`src/rtl/tetris_vga_pkg.sv`:
```
// Shared types and constants for the start-screen pixel generator.
package tetris_vga_pkg;

  localparam int unsigned CNT_W        = 10;
  localparam int unsigned RGB_W        = 12;
  localparam int unsigned H_ACTIVE_DEF = 640;
  localparam int unsigned V_ACTIVE_DEF = 480;

  localparam logic [RGB_W-1:0] BLACK_RGB  = 12'h000;
  localparam logic [RGB_W-1:0] BG_RGB     = 12'h111;
  localparam logic [RGB_W-1:0] BANNER_RGB = 12'hFFF;

  // Index 0 is the rightmost entry: 00:F00, 01:0F0, 10:00F, 11:FF0
  localparam logic [3:0][RGB_W-1:0] TITLE_PAL = {12'hFF0, 12'h00F, 12'h0F0, 12'hF00};

  typedef enum logic [1:0] {
    ST_WAIT_RELEASE,
    ST_WAIT_PRESS,
    ST_FADE,
    ST_DONE
  } start_state_t;

  typedef struct packed {
    logic active;
    logic in_title;
    logic in_banner;
  } pix_flags_t;

  function automatic logic [RGB_W-1:0] dim_rgb(input logic [RGB_W-1:0] rgb, input logic [1:0] lvl);
    return {rgb[11:8] >> lvl, rgb[7:4] >> lvl, rgb[3:0] >> lvl};
  endfunction

endpackage

```
`src/rtl/start_scene_pixel_if.sv`:
```
// Pixel/key bus between the video timing side and the start-screen generator.
interface start_scene_pixel_if;
  import tetris_vga_pkg::*;

  logic [CNT_W-1:0] h_cnt;
  logic [CNT_W-1:0] v_cnt;
  logic [1:0]       scene_state;
  logic             start_key;
  logic [RGB_W-1:0] vga_rgb;
  logic             game_start;
  logic             start_done;

  modport master (
    output h_cnt, v_cnt, scene_state, start_key,
    input  vga_rgb, game_start, start_done
  );

  modport slave (
    input  h_cnt, v_cnt, scene_state, start_key,
    output vga_rgb, game_start, start_done
  );
endinterface

```
`src/rtl/start_key_sync.sv`:
```
// Two-flop synchroniser with rising-edge detect for the raw start button.
module start_key_sync (
  input  logic clk,
  input  logic rst,
  input  logic i_key,
  output logic o_key_sync,
  output logic o_key_valid,
  output logic o_key_rise_c
);
  logic r_meta, r_sync, r_prev;
  logic [1:0] r_fill;

  // r_fill marks when r_sync reflects a real post-reset sample of the key
  always_ff @(posedge clk or posedge rst) begin
    if (rst) begin
      r_meta <= 1'b0;
      r_sync <= 1'b0;
      r_prev <= 1'b0;
      r_fill <= 2'b00;
    end else begin
      r_meta <= i_key;
      r_sync <= r_meta;
      r_prev <= r_sync;
      r_fill <= {r_fill[0], 1'b1};
    end
  end

  assign o_key_sync   = r_sync;
  assign o_key_valid  = r_fill[1];
  assign o_key_rise_c = r_sync & ~r_prev;
endmodule

```
`src/rtl/start_scene_pixel.sv`:
```
// Start-screen renderer (2-stage pixel pipeline) and start-key sequencing FSM.
// Define START_FADE_EN to compile in the title fade-out before game start.
module start_scene_pixel
  import tetris_vga_pkg::*;
#(
  parameter int unsigned H_ACTIVE  = H_ACTIVE_DEF,
  parameter int unsigned V_ACTIVE  = V_ACTIVE_DEF,
  parameter int unsigned TITLE_X0  = 160,
  parameter int unsigned TITLE_Y0  = 120,
  parameter int unsigned TITLE_W   = 320,
  parameter int unsigned TITLE_H   = 80,
  parameter int unsigned BANNER_X0 = 224,
  parameter int unsigned BANNER_Y0 = 320,
  parameter int unsigned BANNER_W  = 192,
  parameter int unsigned BANNER_H  = 32
) (
  input logic                clk,
  input logic                rst,
  start_scene_pixel_if.slave bus
);
  start_state_t     r_state, w_state_nxt;
  logic             w_key_sync, w_key_valid, w_key_rise;
  logic             w_gs_nxt, r_game_start, r_start_done;
  logic [CNT_W-1:0] r_h, r_v;
  logic [1:0]       r_scene;
  pix_flags_t       w_flags, r_flags;
  logic [RGB_W-1:0] w_rgb, r_rgb;
  logic             w_unused;

  start_key_sync u_key_sync (
    .clk          (clk),
    .rst          (rst),
    .i_key        (bus.start_key),
    .o_key_sync   (w_key_sync),
    .o_key_valid  (w_key_valid),
    .o_key_rise_c (w_key_rise)
  );

  function automatic logic in_rect(input logic [CNT_W-1:0] x, input logic [CNT_W-1:0] y,
                                   input int unsigned x0, input int unsigned y0,
                                   input int unsigned w, input int unsigned h);
    return (32'(x) >= x0) && (32'(x) < x0 + w) && (32'(y) >= y0) && (32'(y) < y0 + h);
  endfunction

`ifdef START_FADE_EN
  logic [1:0] r_fade_lvl, w_fade_nxt, r_scene_prev;
  logic       w_scene_chg;

  assign w_scene_chg = (bus.scene_state != r_scene_prev);

  always_ff @(posedge clk or posedge rst) begin
    if (rst) begin
      r_fade_lvl   <= 2'd0;
      r_scene_prev <= 2'd0;
    end else begin
      r_fade_lvl   <= w_fade_nxt;
      r_scene_prev <= bus.scene_state;
    end
  end
`endif

  // Stage-1 region decode, evaluated on the incoming counters
  always_comb begin
    w_flags.active    = (32'(bus.h_cnt) < H_ACTIVE) && (32'(bus.v_cnt) < V_ACTIVE);
    w_flags.in_title  = in_rect(bus.h_cnt, bus.v_cnt, TITLE_X0, TITLE_Y0, TITLE_W, TITLE_H);
    w_flags.in_banner = in_rect(bus.h_cnt, bus.v_cnt, BANNER_X0, BANNER_Y0, BANNER_W, BANNER_H);
  end

  // Stage-2 colour select; title wins over banner
  always_comb begin
    w_rgb = BLACK_RGB;
    if (r_flags.active && (r_state != ST_DONE)) begin
      if (r_flags.in_title)                     w_rgb = TITLE_PAL[r_scene];
      else if (r_flags.in_banner && r_scene[0]) w_rgb = BANNER_RGB;
      else                                      w_rgb = BG_RGB;
`ifdef START_FADE_EN
      if (r_state == ST_FADE) w_rgb = dim_rgb(w_rgb, r_fade_lvl);
`endif
    end
  end

  always_ff @(posedge clk or posedge rst) begin
    if (rst) begin
      r_h     <= '0;
      r_v     <= '0;
      r_scene <= 2'd0;
      r_flags <= '0;
      r_rgb   <= BLACK_RGB;
    end else begin
      r_h     <= bus.h_cnt;
      r_v     <= bus.v_cnt;
      r_scene <= bus.scene_state;
      r_flags <= w_flags;
      r_rgb   <= w_rgb;
    end
  end

  // Stage-1 coordinates are kept as debug taps only
  assign w_unused = ^{r_h, r_v};

  always_ff @(posedge clk or posedge rst) begin
    if (rst) r_state <= ST_WAIT_RELEASE;
    else     r_state <= w_state_nxt;
  end

  always_comb begin
    w_state_nxt = r_state;
    w_gs_nxt    = 1'b0;
`ifdef START_FADE_EN
    w_fade_nxt  = r_fade_lvl;
`endif
    case (r_state)
      ST_WAIT_RELEASE: if (w_key_valid && !w_key_sync) w_state_nxt = ST_WAIT_PRESS;
      ST_WAIT_PRESS: begin
        if (w_key_rise) begin
`ifdef START_FADE_EN
          w_state_nxt = ST_FADE;
          w_fade_nxt  = 2'd0;
`else
          w_state_nxt = ST_DONE;
          w_gs_nxt    = 1'b1;
`endif
        end
      end
`ifdef START_FADE_EN
      ST_FADE: begin
        if (w_scene_chg) begin
          if (r_fade_lvl == 2'd3) begin
            w_state_nxt = ST_DONE;
            w_gs_nxt    = 1'b1;
          end else begin
            w_fade_nxt = r_fade_lvl + 2'd1;
          end
        end
      end
`endif
      default: ;
    endcase
  end

  always_ff @(posedge clk or posedge rst) begin
    if (rst) begin
      r_game_start <= 1'b0;
      r_start_done <= 1'b0;
    end else begin
      r_game_start <= w_gs_nxt;
      r_start_done <= r_start_done | w_gs_nxt;
    end
  end

  assign bus.vga_rgb    = r_rgb;
  assign bus.game_start = r_game_start;
  assign bus.start_done = r_start_done;
endmodule

```
`src/flat_wrapper.sv`:
```
// flat-port wrapper written by rule: the top's interface ports become plain ports
module start_scene_pixel_flat import tetris_vga_pkg::*;
#(
  parameter int unsigned H_ACTIVE  = H_ACTIVE_DEF,
  parameter int unsigned V_ACTIVE  = V_ACTIVE_DEF,
  parameter int unsigned TITLE_X0  = 160,
  parameter int unsigned TITLE_Y0  = 120,
  parameter int unsigned TITLE_W   = 320,
  parameter int unsigned TITLE_H   = 80,
  parameter int unsigned BANNER_X0 = 224,
  parameter int unsigned BANNER_Y0 = 320,
  parameter int unsigned BANNER_W  = 192,
  parameter int unsigned BANNER_H  = 32
)
  (clk, rst, bus_h_cnt, bus_v_cnt, bus_scene_state, bus_start_key, bus_vga_rgb, bus_game_start, bus_start_done);
  start_scene_pixel_if bus_i ();
  input logic clk;
  input logic rst;
  input wire logic [$bits(bus_i.h_cnt)-1:0] bus_h_cnt;
  input wire logic [$bits(bus_i.v_cnt)-1:0] bus_v_cnt;
  input wire logic [$bits(bus_i.scene_state)-1:0] bus_scene_state;
  input wire logic [$bits(bus_i.start_key)-1:0] bus_start_key;
  output wire logic [$bits(bus_i.vga_rgb)-1:0] bus_vga_rgb;
  output wire logic [$bits(bus_i.game_start)-1:0] bus_game_start;
  output wire logic [$bits(bus_i.start_done)-1:0] bus_start_done;
  assign bus_i.h_cnt = bus_h_cnt;
  assign bus_i.v_cnt = bus_v_cnt;
  assign bus_i.scene_state = bus_scene_state;
  assign bus_i.start_key = bus_start_key;
  assign bus_vga_rgb = bus_i.vga_rgb;
  assign bus_game_start = bus_i.game_start;
  assign bus_start_done = bus_i.start_done;
  start_scene_pixel #(.H_ACTIVE(H_ACTIVE), .V_ACTIVE(V_ACTIVE), .TITLE_X0(TITLE_X0), .TITLE_Y0(TITLE_Y0), .TITLE_W(TITLE_W), .TITLE_H(TITLE_H), .BANNER_X0(BANNER_X0), .BANNER_Y0(BANNER_Y0), .BANNER_W(BANNER_W), .BANNER_H(BANNER_H)) u_core (.clk(clk), .rst(rst), .bus(bus_i));
endmodule
```
`config.mk`:
```
export PLATFORM = sky130hd
export DESIGN_NAME = start_scene_pixel_flat
export DESIGN_NICKNAME = d
export VERILOG_FILES = /design/src/rtl/tetris_vga_pkg.sv /design/src/rtl/start_scene_pixel_if.sv /design/src/rtl/start_key_sync.sv /design/src/rtl/start_scene_pixel.sv /design/src/flat_wrapper.sv
export SDC_FILE = /design/constraint.sdc
export NUM_CORES = 1
export LEC_CHECK = 0
export BUFFER_PORTS_ARGS = -buffer_cell sky130_fd_sc_hd__buf_2
export CAP_MARGIN = 20
export CORE_UTILIZATION = 46
export DETAILED_ROUTE_END_ITERATION = 8
export PLACE_DENSITY = 0.81
export SLEW_MARGIN = 20
export SYNTH_ARGS = -nofsm -noshare
export SYNTH_HDL_FRONTEND = slang
export SYNTH_SLANG_ARGS = --single-unit
```
`constraint.sdc`:
```
create_clock -name clk -period 2.3 [get_ports clk]
set_input_delay 0.345 -clock clk [delete_from_list [all_inputs] [get_ports clk]]
set_output_delay 0.345 -clock clk [all_outputs]
set_load 0.01 [all_outputs]
```
Word-level counts from Yosys, hierarchy flattened
Index checks and enable logic that the tools add are counted.
{ "totals": {"inputBits": 25, "out_inout_bits": 14, "ff_bits": 26} }
{ "op_classes": {"order_cmp": 11, "n_bitwise": 3, "eq_ne": 4, "reduce_logical": 14, "mux": 10} }
{ "ops": {"columns": ["operator", "n"], "rows": [
  ["12-bit 2-to-1 mux", 4],
  ["10-bit by 9-bit < comparator with 1-bit output, second input constant", 4],
  ["12-bit binary-select mux with 2-bit select", 1],
  ["10-bit by 8-bit greater-or-equal comparator with 1-bit output, second input constant", 2],
  ["10-bit by 7-bit greater-or-equal comparator with 1-bit output, second input constant", 1],
  ["10-bit by 9-bit greater-or-equal comparator with 1-bit output, second input constant", 1],
  ["1-bit logical AND", 10],
  ["10-bit < comparator, second input constant", 1],
  ["10-bit by 8-bit < comparator with 1-bit output, second input constant", 1],
  ["2-bit 2-to-1 mux", 2],
  ["2-bit != test, second input constant", 2],
  ["2-bit case mux with 2 select lines", 1],
  ["2-bit by 3-bit < comparator with 1-bit output, second input constant", 1],
  ["3-bit AND reduction", 1],
  ["2-bit by 1-bit equality test with 1-bit output, second input constant", 1],
  ["2-bit zero test", 1],
  ["1-bit 2-to-1 mux", 2],
  ["2-bit by 1-bit != test with 1-bit output, second input constant", 1],
  ["2-bit nonzero test", 1],
  ["1-bit bitwise AND", 1],
  ["1-bit zero test", 1],
  ["1-bit NOT", 1],
  ["1-bit bitwise OR", 1]
]} }

Longest topological paths before layout
Gate-level depths: netlist of the first run.
{ "depth": {"ltp_word": 5, "mapped_depth": 4, "ltp_nobuf": 4} }

Modules after synthesis
A second synthesis of the first run with hierarchy kept.
{ "unflattened": {"cells_unflattened": 69, "area_unflattened_um2": 788.3} }
{ "by_module_without_submodules": {"columns": ["mod", "seq_area_each_um2", "n_inst", "cells_each", "area_per_inst_um2"], "rows": [
  ["start_scene_pixel", 375.4, 1, 61, 641.9],
  ["start_key_sync", 125.1, 1, 8, 146.4]
]} }

Worst setup path before layout of the first run
Ideal clock, no wire load.
{ "synth_timing": {"kind": "flip-flop to flip-flop", "start": "reg u_core.r_scene[0]", "end": "reg u_core.r_rgb[10], in the netlist u_core.bus.vga_rgb[10]", "path_stages_with_launch": 5, "t_arrival_ps": 787, "synth_period_minus_slack_ps": 912, "path_slack_ps": 1388, "required_ps": 2175, "path_buffers": 0, "setup_ps": 125, "path_cell_list": "dfrtp_1 > inv_1 > ha_1 > nand2_1 > a21oi_1"} }
{ "synth_via": {"elab_chain_len": 4, "elab_cells_between_ends": 6} }
{ "synth_lines": {"columns": ["element", "line_no", "source"], "rows": [
  ["start: declaration", "start_scene_pixel.sv:25", "logic [1:0] r_scene;"],
  ["start signal: assignment", "start_scene_pixel.sv:92", "r_scene <= bus.scene_state;"],
  ["12-bit binary-select mux with 2-bit select or 1-bit logical AND (tied branches)", "start_scene_pixel.sv:73, start_scene_pixel.sv:74", null],
  ["12-bit 2-to-1 mux (on tied branches)", "start_scene_pixel.sv:73, start_scene_pixel.sv:74", null],
  ["12-bit 2-to-1 mux (*)", "start_scene_pixel.sv:73", "if (r_flags.in_title) w_rgb = TITLE_PAL[r_scene];"],
  ["12-bit 2-to-1 mux (*)", "start_scene_pixel.sv:72", "if (r_flags.active && (r_state != ST_DONE)) begin"],
  ["named net u_core.w_rgb[10]", "start_scene_pixel.sv:27", "logic [RGB_W-1:0] w_rgb, r_rgb;"],
  ["end signal: assignment", "start_scene_pixel.sv:94", "r_rgb <= w_rgb;"],
  ["end: declaration", "start_scene_pixel.sv:27", null]
]} }
Mark *: on every way through the listed nets, which the timed path passes. The rest lies on a longest branch. The select of a mux whose other input is x is not followed.
A chain may end at the register's enable or synchronous reset.

==> summary by stage, run 1 <==
Status
The flow ran to the end, and the final reports show no timing, DRC or antenna violations.

Clock network
TritonCTS built the clock tree. The count of hold buffers inserted by post-cts repair is 0. In this run, post-CTS repair resized a total of 0 instances. For the worst-skew pair, the clock arrives at the later sink with an insertion delay of 0.29 ns. The clock buffer count from CTS is 3. CTS placed an instance of sky130_fd_sc_hd__clkbuf_4 at the clock tree root. After clock tree synthesis, the clock-pin slew on the worst setup and hold paths is 0.10 ns.

The CTS H-tree depth is 1. Counting along the longest clock path gives a buffer depth of 2. Counting every sink on the clock net gives 20. The post-CTS setup buffer count is 0.

Yosys
Synthesis produced 66 cells. The mean instance size in the synthesized netlist is 11.8 µm². The top cell type by area accounts for 64.5% of the synthesized area. The share of synthesized flip-flops with an asynchronous set or reset is 100%. The synthesized area is 776 µm². The number of synthesized flops with an enable pin is 0.

The synthesized netlist contains 23 unique library cells. In the post-synthesis netlist, the biggest area contributors are sky130_fd_sc_hd__dfrtp_1 65%, sky130_fd_sc_hd__buf_4 5.8%, sky130_fd_sc_hd__a21oi_1 3.9%, sky130_fd_sc_hd__nand2_1 2.9%, sky130_fd_sc_hd__nand4_1 2.4%. Summing the sequential cell areas from Yosys gives 64.5% of the chip area. After synthesis, the most frequently instantiated cells are 20 x sky130_fd_sc_hd__dfrtp_1, 6 x sky130_fd_sc_hd__a21oi_1, 6 x sky130_fd_sc_hd__buf_4, 6 x sky130_fd_sc_hd__nand2_1, 4 x sky130_fd_sc_hd__inv_1.

The dominant synthesized flop cell is sky130_fd_sc_hd__dfrtp_1. The total of flip-flops plus latches after synthesis is 20. The synthesized net count is 92. The largest area contributor in the netlist is sky130_fd_sc_hd__dfrtp_1. The most common cell in the synthesized netlist is sky130_fd_sc_hd__dfrtp_1. The count of synthesis-stage warnings from yosys is 0.

Detailed routing
The first routing iteration left 5 violations. The remaining antenna violation count after routing is 0. The routed via count divided by cell count is 5.18.

The detailed-route wire length is 1120 µm. After detailed routing, the average wire length per cell comes to 10.2 µm. In the routed design, unresolved DRC markers number 0. The count of vias placed by the detailed router is 570. The first-pass detailed-route iteration total is 4.

Global routing
The first global-routing pass estimated 1980 µm of wire. After global routing the overflow that remains totals 0. The global-route usage over all layers is 14.7%. The pin count of the biggest net entering global routing is 21. The initial antenna violation count came to 0. The via count of the first global-routing pass was 499.

Setup path
Among all stages on the critical path, the largest delay is contributed by sky130_fd_sc_hd__dfrtp_1. The buffer and inverter count on the worst path is 1. Traced cell by cell, the critical path runs through buf_2. The maximum fanout along the worst path is 3. STA puts the critical path data required time at 1.96 ns. The critical path is of the reg2out type. The launching element type of the critical path is a register.

Among cell families on the critical path, the largest total delay comes from flip-flops. The arrival time of the worst setup path is 0.82 ns. The kind of capture point of the worst setup path is an output pin. The delay of the slowest critical-path stage is 0.39 ns.

STA
Setup repair after global routing left no endpoint under its margin. The final clock skew is 0.00839 ns. The achievable clock frequency is 857 MHz. The final period demand of the worst path is 1.17 ns.

For the pin with the worst max-slew slack, the measured transition is 0.689 ns. The final critical path takes up 50.7% of the cycle. The number of max-slew violations in the final report is 0. The number of setup violations in the final report is 0.

The worst slew margin relative to its limit is 54.0%. The sum of negative setup slack is 0 ns. The final hold violation count is 0.

Job
Across the run, the number of max-cap violations was 0.

Die
In this run the horizontal extent of the chip is 43.1 µm. The floorplan has 14 rows. After floorplanning, the core was sized to cover 1540 µm². The initial core utilization is 50.3%. Pin placement for this block handled 39 I/O pins.

The height of the die is 43.1 µm. The die covers 1850 µm².

Layout
The count of filler cells inserted in the layout is 134. Cells fill 60.8% of the core in the end. In the final layout, flip-flops and latches occupy 500 µm². The ratio of cells with drive above 1 in the final layout is 37.2%. After the last flow step, the layout net total stands at 121. The relative area change from synthesis to final layout is 20.8%. Summing all multi-input logic gate instances after layout gives 215 µm². The number of diodes is 0.

Worst hold path
The class of the tightest hold or removal check is in2async.

Pwr
For this design the ratio of total power to cell area is 703 nW/µm². The leakage dissipation is 0.496 nW. Total power for the finished layout comes to 0.000659 W. The worst supply voltage drop on vdd is 0.373 mV.

Place
The estimated wirelength of the detail-placed design is 889 µm. The quantity of I/O buffers inserted on ports is 30. The final estimated routing congestion in global placement is 0.665.
-- stage by stage --
| step | hold WS [ns] | cells | instance area (µm²) | worst slack (ns) |
|---|---|---|---|---|
| after global routing | 0.140 | 110 | 937 | 1.08 |
| after global placement | 0.333 | 106 | 901 | 1.26 |
| after CTS | 0.150 | 110 | 937 | 1.12 |
| final | 0.142 | 110 | 937 | 1.13 |
| after detailed placement | 0.343 | 106 | 901 | 1.23 |
| after floorplan | 0.309 | 66 | 776 | 1.39 |
-- worst paths after layout --
path / start / endpoint / slack (ns) / depth (start not counted)
max: u_core.bus.vga_rgb[3] / bus_vga_rgb[1] / 1.13 / 1
min: rst / u_core.r_flags[0] / 0.14 / 2
max reg2reg: u_core.r_scene[0] / u_core.bus.vga_rgb[10] / 1.29 / 4
min reg2reg: u_core.u_key_sync.r_fill[0] / u_core.u_key_sync.r_fill[1] / 0.36 / 0
max in group asynchronous: rst / u_core.r_state[0] / 1.72 / 2
min in group clk: bus_scene_state[1] / u_core.r_scene[1] / 0.15 / 1
-- routing by layer --
layer	vias up	global-route usage [%]	share of wire, %
li1	277	-	-
met1	260	17.6	39
met2	31	24.5	52
met3	2	3.83	7.3
met4	0	7.27	1.1
met5	-	0	0
-- registers in the layout, summed over array words and instances (netlist names) --
register / cells
u_core.bus.vga_rgb: 6
u_core.r_flags: 3
u_core.r_scene: 2
u_core.r_state: 2
u_core.u_key_sync.r_fill: 2
u_core.bus.game_start: 1
u_core.bus.start_done: 1
u_core.u_key_sync.o_key_sync: 1
u_core.u_key_sync.r_meta: 1
u_core.u_key_sync.r_prev: 1
-- final cells by class --
class                      instances  share of cell area (%)
clock buffer                       4                    3.87
sequential                        20                    53.4
tap                               16                    2.14
timing repair buffer              30                    16.0
multi-input combinational         36                    23.0
inverter                           4                    1.60
-- layout by cell type, fill, tap and decap left out --
cell and instances:
sky130_fd_sc_hd__a21oi_1 6, sky130_fd_sc_hd__and4_1 1, sky130_fd_sc_hd__and4bb_1 1, sky130_fd_sc_hd__buf_2 30, sky130_fd_sc_hd__clkbuf_4 3, sky130_fd_sc_hd__clkbuf_8 1, sky130_fd_sc_hd__conb_1 1, sky130_fd_sc_hd__dfrtp_1 20
sky130_fd_sc_hd__ha_1 1, sky130_fd_sc_hd__inv_1 4, sky130_fd_sc_hd__mux2i_1 1, sky130_fd_sc_hd__nand2_1 6, sky130_fd_sc_hd__nand3_1 1, sky130_fd_sc_hd__nand3b_1 1, sky130_fd_sc_hd__nand4_1 3, sky130_fd_sc_hd__nor2_1 2
sky130_fd_sc_hd__nor3_1 1, sky130_fd_sc_hd__nor3b_1 1, sky130_fd_sc_hd__nor4_1 1, sky130_fd_sc_hd__o211ai_1 1, sky130_fd_sc_hd__o21a_1 1, sky130_fd_sc_hd__o21ai_0 2, sky130_fd_sc_hd__o31ai_1 1, sky130_fd_sc_hd__or2_1 3
sky130_fd_sc_hd__or2_2 1
-- where the power goes --
group,switching (W),internal [W],total [W]
combinational,0.0000416,0.0000362,0.0000778
sequential,0.0000124,0.000378,0.000390
clock,0.0000943,0.0000963,0.000191
total,0.000148,0.000511,0.000659
-- cells by family (layout without fill, tap and decap cells) --
logic type      after synthesis  count (layout)  synth area share [%]
fa+ha+maj                     1               1                  1.61
flops                        20              20                  64.5
other cells                   1               1                 0.483
simple gates                 22              22                  16.3
buf+inv                      10              38                  7.74
compound gates               11              11                  8.07
mux                           1               1                  1.29
No activity file was read; power rests on OpenSTA's default activity.
==> run 2: changes to the inputs <==
--- a/config.mk
+++ b/config.mk
@@ -7,9 +7,9 @@
 export LEC_CHECK = 0
 export BUFFER_PORTS_ARGS = -buffer_cell sky130_fd_sc_hd__buf_2
 export CAP_MARGIN = 20
-export CORE_UTILIZATION = 46
+export CORE_UTILIZATION = 43
 export DETAILED_ROUTE_END_ITERATION = 8
-export PLACE_DENSITY = 0.81
+export PLACE_DENSITY = 0.76
 export SLEW_MARGIN = 20
 export SYNTH_ARGS = -nofsm -noshare
 export SYNTH_HDL_FRONTEND = slang
==> constraint.sdc (replaced) <==
create_clock -name clk -period 1.11 [get_ports clk]
set_input_delay 0.1665 -clock clk [delete_from_list [all_inputs] [get_ports clk]]
set_output_delay 0.1665 -clock clk [all_outputs]
set_load 0.01 [all_outputs]
==> summary by stage, run 2 (synthesis gave the netlist of run 1 again) <==
Status
The flow ran to the end, and the final reports show no timing, DRC or antenna violations.

Layout
The ratio of cells with drive above 1 in the final layout is 36.4%. In the final design database the tool counted 126 nets. The number of antenna diodes in the final layout is 0. The top cell types in the final layout, fill and taps aside, are 30 x sky130_fd_sc_hd__buf_2, 20 x sky130_fd_sc_hd__dfrtp_1, 6 x sky130_fd_sc_hd__nand2_1, 6 x sky130_fd_sc_hd__a21oi_1. The count of filler cells inserted in the layout is 135. Leaving out fill and tap cells, the most frequent cell in the layout is sky130_fd_sc_hd__buf_2. Summing all multi-input logic gate instances after layout gives 215 µm². The number of flip-flops in the largest register is 6.

The sequential cells in the finished layout cover a total of 500 µm². The relative area change from synthesis to final layout is 28.2%.

Global routing
The first global-routing pass estimated 2110 µm of wire. The global-route usage over all layers is 15.7%. In the global route stage, met2 resource usage came out at 28.2%. The initial antenna violation count is 0.

In the global route stage, met3 resource usage came out at 3.67%. The global routing stage identified its most utilized layer as met2. Entering global routing, the biggest net connects 21 pins. The via count of the first global-routing pass is 527. The fraction of met1 tracks used by global routing is 15.9%. The total global routing overflow is 0.

STA
The share of the clock period used by the worst path after layout is 91.4%. Summed over all failing endpoints, the final setup total negative slack is 0 ns. The number of max-slew violations in the final report is 0.

The final hold violation count came to 0. Setup repair after global routing left no endpoint under its margin. The final period demand of the worst path is 1.01 ns. The final clock skew is 0.00451 ns. Setup violations remaining at the end of the flow were counted as 0. Based on the critical path, the design can be clocked at up to 986 MHz.

The final worst-path setup slack is 0.0955 ns.

Setup path
The critical path is of the reg2reg type. The launching element type of the critical path is a register. STA puts the critical path data required time at 1.33 ns. At the worst endpoint, the arrival time is 1.23 ns. The kind of capture point of the worst setup path is a register. Along the worst path, the maximum fanout reaches 3.

Clock network
The latest clock arrival within the worst-skew pair is 0.29 ns. TritonCTS built the clock tree. The clock transition at the register clock pins on the worst setup and hold paths after CTS is 0.10 ns. The CTS H-tree depth is 1.

The post-CTS setup buffer count is 0. The clock buffer count from CTS is 3. The number of clock sinks is 20. In this run, post-CTS repair resized a total of 0 instances.

In this run, post-CTS hold repair placed 4 buffers. The clock passes through at most 2 buffers. The tree is rooted in a sky130_fd_sc_hd__clkbuf_4.

Die
The die area is 1980 µm². The width of the chip is 44.5 µm. The standard-cell row count is 14. The number of top-level pins is 39. The floorplan step set the die height to 44.5 µm. The core region is 1590 µm².

Once the floorplan was initialized, standard cells occupied 48.7% of the core.

Detailed routing
The detailed-route wire length per cell is 10.0 µm. Dividing the detail-routed via count by the number of cells gives 4.75. The first-pass detailed-route iteration total is 4. The remaining antenna violation count after routing is 0. The detailed-route wire length is 1230 µm. The count of vias placed by the detailed router is 584. The initial detailed-routing violation count is 7.

The number of design rule violations left after detail routing is 0.

Worst hold path
In this run the worst hold path is classified as in2reg.

Place
In this run the tool buffered the top-level ports with 30 buffer cells. At the end of routability-driven placement, the weighted congestion stood at 0.640. The estimated wirelength of the detail-placed design is 931 µm.

The worst slack after detailed placement is 0.127 ns.

Pwr
The analysis attributes to cell leakage a power of 0.517 nW. The worst supply voltage drop on vdd is 0.622 mV. Power spread over the standard cell area amounts to 1390 nW/µm².

Job
The number of maximum-capacitance violations is 0.
-- run 2: cell count changes in the layout (fill, tap and decap cells not counted) --
cell,delta
sky130_fd_sc_hd__dlygate4sd3_1,+4
sky130_fd_sc_hd__buf_4,+1
-- run 2: layer usage --
layer  routed length, µm  share of wire [%]
met1                 472                 38
met2                 652                 53
met3                  75                6.1
met4                  33                2.7
met5                   0                  0
-- run 2: worst paths after layout --
path	from	to	slack, ns	depth (start not counted)
setup / recovery	u_core.r_scene[0]	u_core.bus.vga_rgb[10]	0.1	4
hold / removal	bus_v_cnt[9]	u_core.r_flags[2]	0.05	2
setup reg to reg	u_core.r_scene[0]	u_core.bus.vga_rgb[10]	0.1	4
hold reg to reg	u_core.u_key_sync.r_meta	u_core.u_key_sync.o_key_sync	0.37	0
max in group asynchronous	rst	u_core.bus.vga_rgb[8]	0.49	4
min in group asynchronous	rst	u_core.u_key_sync.r_prev	0.42	4
-- run 2: metrics by stage --
stage               util, %  instances  area (µm²)  total power [W]  hold slack [ns]
floorplan                 -         66         776         0.000906            0.130
global placement       57.6        115         918         0.000982            0.189
detailed placement     57.6        115         918         0.000989            0.192
CTS                    62.4        123         995          0.00140           0.0356
global route           62.4        123         995          0.00148           0.0318
finish                 62.4        123         995          0.00139           0.0471
-- run 2: layout make-up --
cell class              count  area share [%]
clock buffers               4            3.65
multi-input cells          36            21.6
well taps                  24            3.02
inverters                   4            1.51
flip-flops and latches     20            50.3
repair buffers             35            19.9
-- run 2: worst max-delay path: stages (launching register included) --
cell,delay (ns)
sky130_fd_sc_hd__dfrtp_1,0.38
sky130_fd_sc_hd__inv_1,0.07
sky130_fd_sc_hd__ha_1,0.29
sky130_fd_sc_hd__nand2_1,0.05
sky130_fd_sc_hd__a21oi_1,0.15
-- run 2: where the power goes --
| part | internal, W | switching, W |
|---|---|---|
| Combinational | 0.0000865 | 0.0000877 |
| Clock | 0.000200 | 0.000203 |
| Sequential | 0.000783 | 0.0000274 |
==> run 3: changes to the inputs <==
--- a/config.mk
+++ b/config.mk
@@ -7,9 +7,9 @@
 export LEC_CHECK = 0
 export BUFFER_PORTS_ARGS = -buffer_cell sky130_fd_sc_hd__buf_2
 export CAP_MARGIN = 20
-export CORE_UTILIZATION = 43
+export CORE_UTILIZATION = 40
 export DETAILED_ROUTE_END_ITERATION = 8
-export PLACE_DENSITY = 0.76
+export PLACE_DENSITY = 0.72
 export SLEW_MARGIN = 20
 export SYNTH_ARGS = -nofsm -noshare
 export SYNTH_HDL_FRONTEND = slang
==> summary by stage, run 3 (synthesis gave the netlist of run 1 again) <==
Layout
Fill cells in the final layout number 168. The top cell types in the final layout, fill and taps aside, are 30 x sky130_fd_sc_hd__buf_2, 20 x sky130_fd_sc_hd__dfrtp_1, 6 x sky130_fd_sc_hd__nand2_1, 6 x sky130_fd_sc_hd__a21oi_1. The number of flip-flops in the largest register is 6. The net total in the final layout is 126. The ratio of cells with drive above 1 in the final layout is 35.7%. The number of antenna diodes in the final layout is 0. The most common cell after layout, fill and taps aside is sky130_fd_sc_hd__buf_2. Relative to the synthesized area, the layout overhead comes to 26.6%.

Detailed routing
The remaining antenna violation count after routing is 0. The first detailed-routing pass ran for 4 iterations. The routed via count divided by cell count is 4.59. After detailed routing, the total wire length is 1030 µm. In this run, the number of DRC markers left after iteration 0 of detailed routing was 5. The detailed-route wire length per cell is 8.33 µm. Detailed routing inserted a total of 564 vias.

For this run, design rule violations remaining after detail routing come to 0.

Pwr
The total power divided by cell area is 1310 nW/µm². The overall power of the completed layout is 0.00129 W. The leakage dissipation is 0.510 nW. The worst supply voltage drop on vdd is 0.728 mV.

STA
The share of the clock period used by the worst path after layout is 90.4%. The final hold violation count is 0. After routing, the total negative slack on setup checks comes to 0 ns. Setup violations remaining at the end of the flow were counted as 0. On the final layout, the worst clock skew is 0.00305 ns.

The worst path needs 1.00 ns of the cycle, external delays included. Setup repair after global routing left no endpoint under its margin. Static timing analysis puts the maximum clock frequency at 997 MHz.

The number of max-slew violations in the final report is 0.

Worst hold path
The endpoint of the worst hold path is u_core.r_flags[2]. The worst hold path begins at bus_v_cnt[9]. The number of cells on the worst hold path is 2. The class of the tightest hold or removal check is in2reg.

Die
Once the floorplan was initialized, standard cells occupied 44.0% of the core. The area of the core is 1760 µm². The width of the chip is 46.0 µm. The floorplan has 15 rows. The floorplan step defined a die boundary enclosing 2120 µm².

The number of top-level pins is 39. The height of the die is 46.0 µm.

Clock network
The clock root buffer is sky130_fd_sc_hd__clkbuf_4. The CTS tree is yes. The post-CTS setup buffer count is 0.

The clock transition at the register clock pins on the worst setup and hold paths after CTS is 0.09 ns. The clock passes through at most 2 buffers. The tree built by TritonCTS fans out to 20 sinks. The clock buffer count from CTS is 3. CTS built an H-tree with a depth of 1. Clock latency on the worst-skew pair, taken at its later pin, is 0.28 ns.

Global routing
The wire length of the first global-routing pass is 1810 µm. Entering global routing, the biggest net connects 21 pins. Summed over all layers, the global routing overflow is 0. Global routing consumed, over all layers together, 11.9% of the routing resources. The initial antenna violation count is 0.

The via count of the first global-routing pass is 491.

Place
The final estimated routing congestion in global placement is 0.671. Input and output buffers added on the ports amount to 30. The estimated wirelength of the detail-placed design is 818 µm.

Setup path
For the worst setup path, the data arrival time is 1.21 ns. The worst setup path is of the reg2reg kind. Walking the worst path, the cells encountered are inv_1 > ha_1 > nand2_1 > a21oi_1. The flop-to-flop setup slack is 0.11 ns. The worst setup path is captured at a register.

The worst register-to-register path begins at u_core.r_scene[0]. The critical path data required time is 1.32 ns. The maximum fanout along the worst path is 3. The endpoint identified for the worst register-to-register timing path is u_core.bus.vga_rgb[10]. In this design, the stage delay of the slowest critical-path cell is 0.37 ns. The worst setup path is launched from a register. The depth of the worst register-to-register path is 4. Among all stages on the critical path, the largest delay is contributed by sky130_fd_sc_hd__dfrtp_1.

Status
The flow ran to the end, and the final reports show no timing, DRC or antenna violations.

Job
Max-cap violations in this run came to 0.
[run 3: repair_timing]
item | 4_1_cts | 5_1_grt
hold buffers | 4 | 0
endpoints found under the hold margin | 23 | 0
resized for setup | 0 | 0
[run 3: area by class of cell]
type / instances / area, µm² / share of cell area, %
clock buffers: 3 / 22.5 / 2.29
inverters: 4 / 15.0 / 1.53
multi-input cells: 36 / 215 / 21.9
flip-flops and latches: 20 / 500 / 51.0
well taps: 25 / 31.3 / 3.18
repair buffers: 35 / 198 / 20.1
[run 3: power breakdown]
group	internal, W	total (W)	switching [W]
sequential	0.000783	0.000808	0.0000250
combinational	0.0000866	0.000174	0.0000872
clock	0.000126	0.000304	0.000179
total	0.000995	0.00129	0.000291
[run 3: worst max path at each step]
stage                 startpoint                      to  slack (ns)
6_report       u_core.r_scene[0]  u_core.bus.vga_rgb[10]        0.11
3_3_place_gp   u_core.r_scene[0]  u_core.bus.vga_rgb[10]        0.16
4_1_cts        u_core.r_scene[0]  u_core.bus.vga_rgb[10]        0.11
5_1_grt        u_core.r_scene[0]  u_core.bus.vga_rgb[10]        0.03
3_5_place_dp   u_core.r_scene[0]  u_core.bus.vga_rgb[10]        0.15
2_1_floorplan  u_core.r_scene[0]  u_core.bus.vga_rgb[10]        0.20
[run 3: per-layer routing]
metal	vias up	global-route usage [%]	part of all wire [%]
li1	285	-	-
met1	251	14.2	42
met2	28	20.0	49
met3	0	3.97	8.4
met4	0	3.53	0
met5	-	0	0
[run 3: through the flow]
stage | area (µm²) | hold slack [ns] | instances | util (%) | setup WS, ns
after floorplan | 776 | 0.130 | 66 | - | 0.198
after global placement | 920 | 0.196 | 116 | 52.1 | 0.161
after detailed placement | 920 | 0.203 | 116 | 52.1 | 0.151
after CTS | 982 | 0.0439 | 123 | 55.7 | 0.109
after global routing | 982 | 0.0389 | 123 | 55.7 | 0.0283
final | 982 | 0.0581 | 123 | 55.7 | 0.107
[run 3: worst max-delay path: cells and delay by family (launching register included)]
kind	cells	cell delay, ns
AO/OA/AOI/OAI	1	0.14
AND/OR/NAND/NOR	1	0.07
adder cells (fa/ha/maj)	1	0.30
buffers and inverters	1	0.07
flip-flops	1	0.37
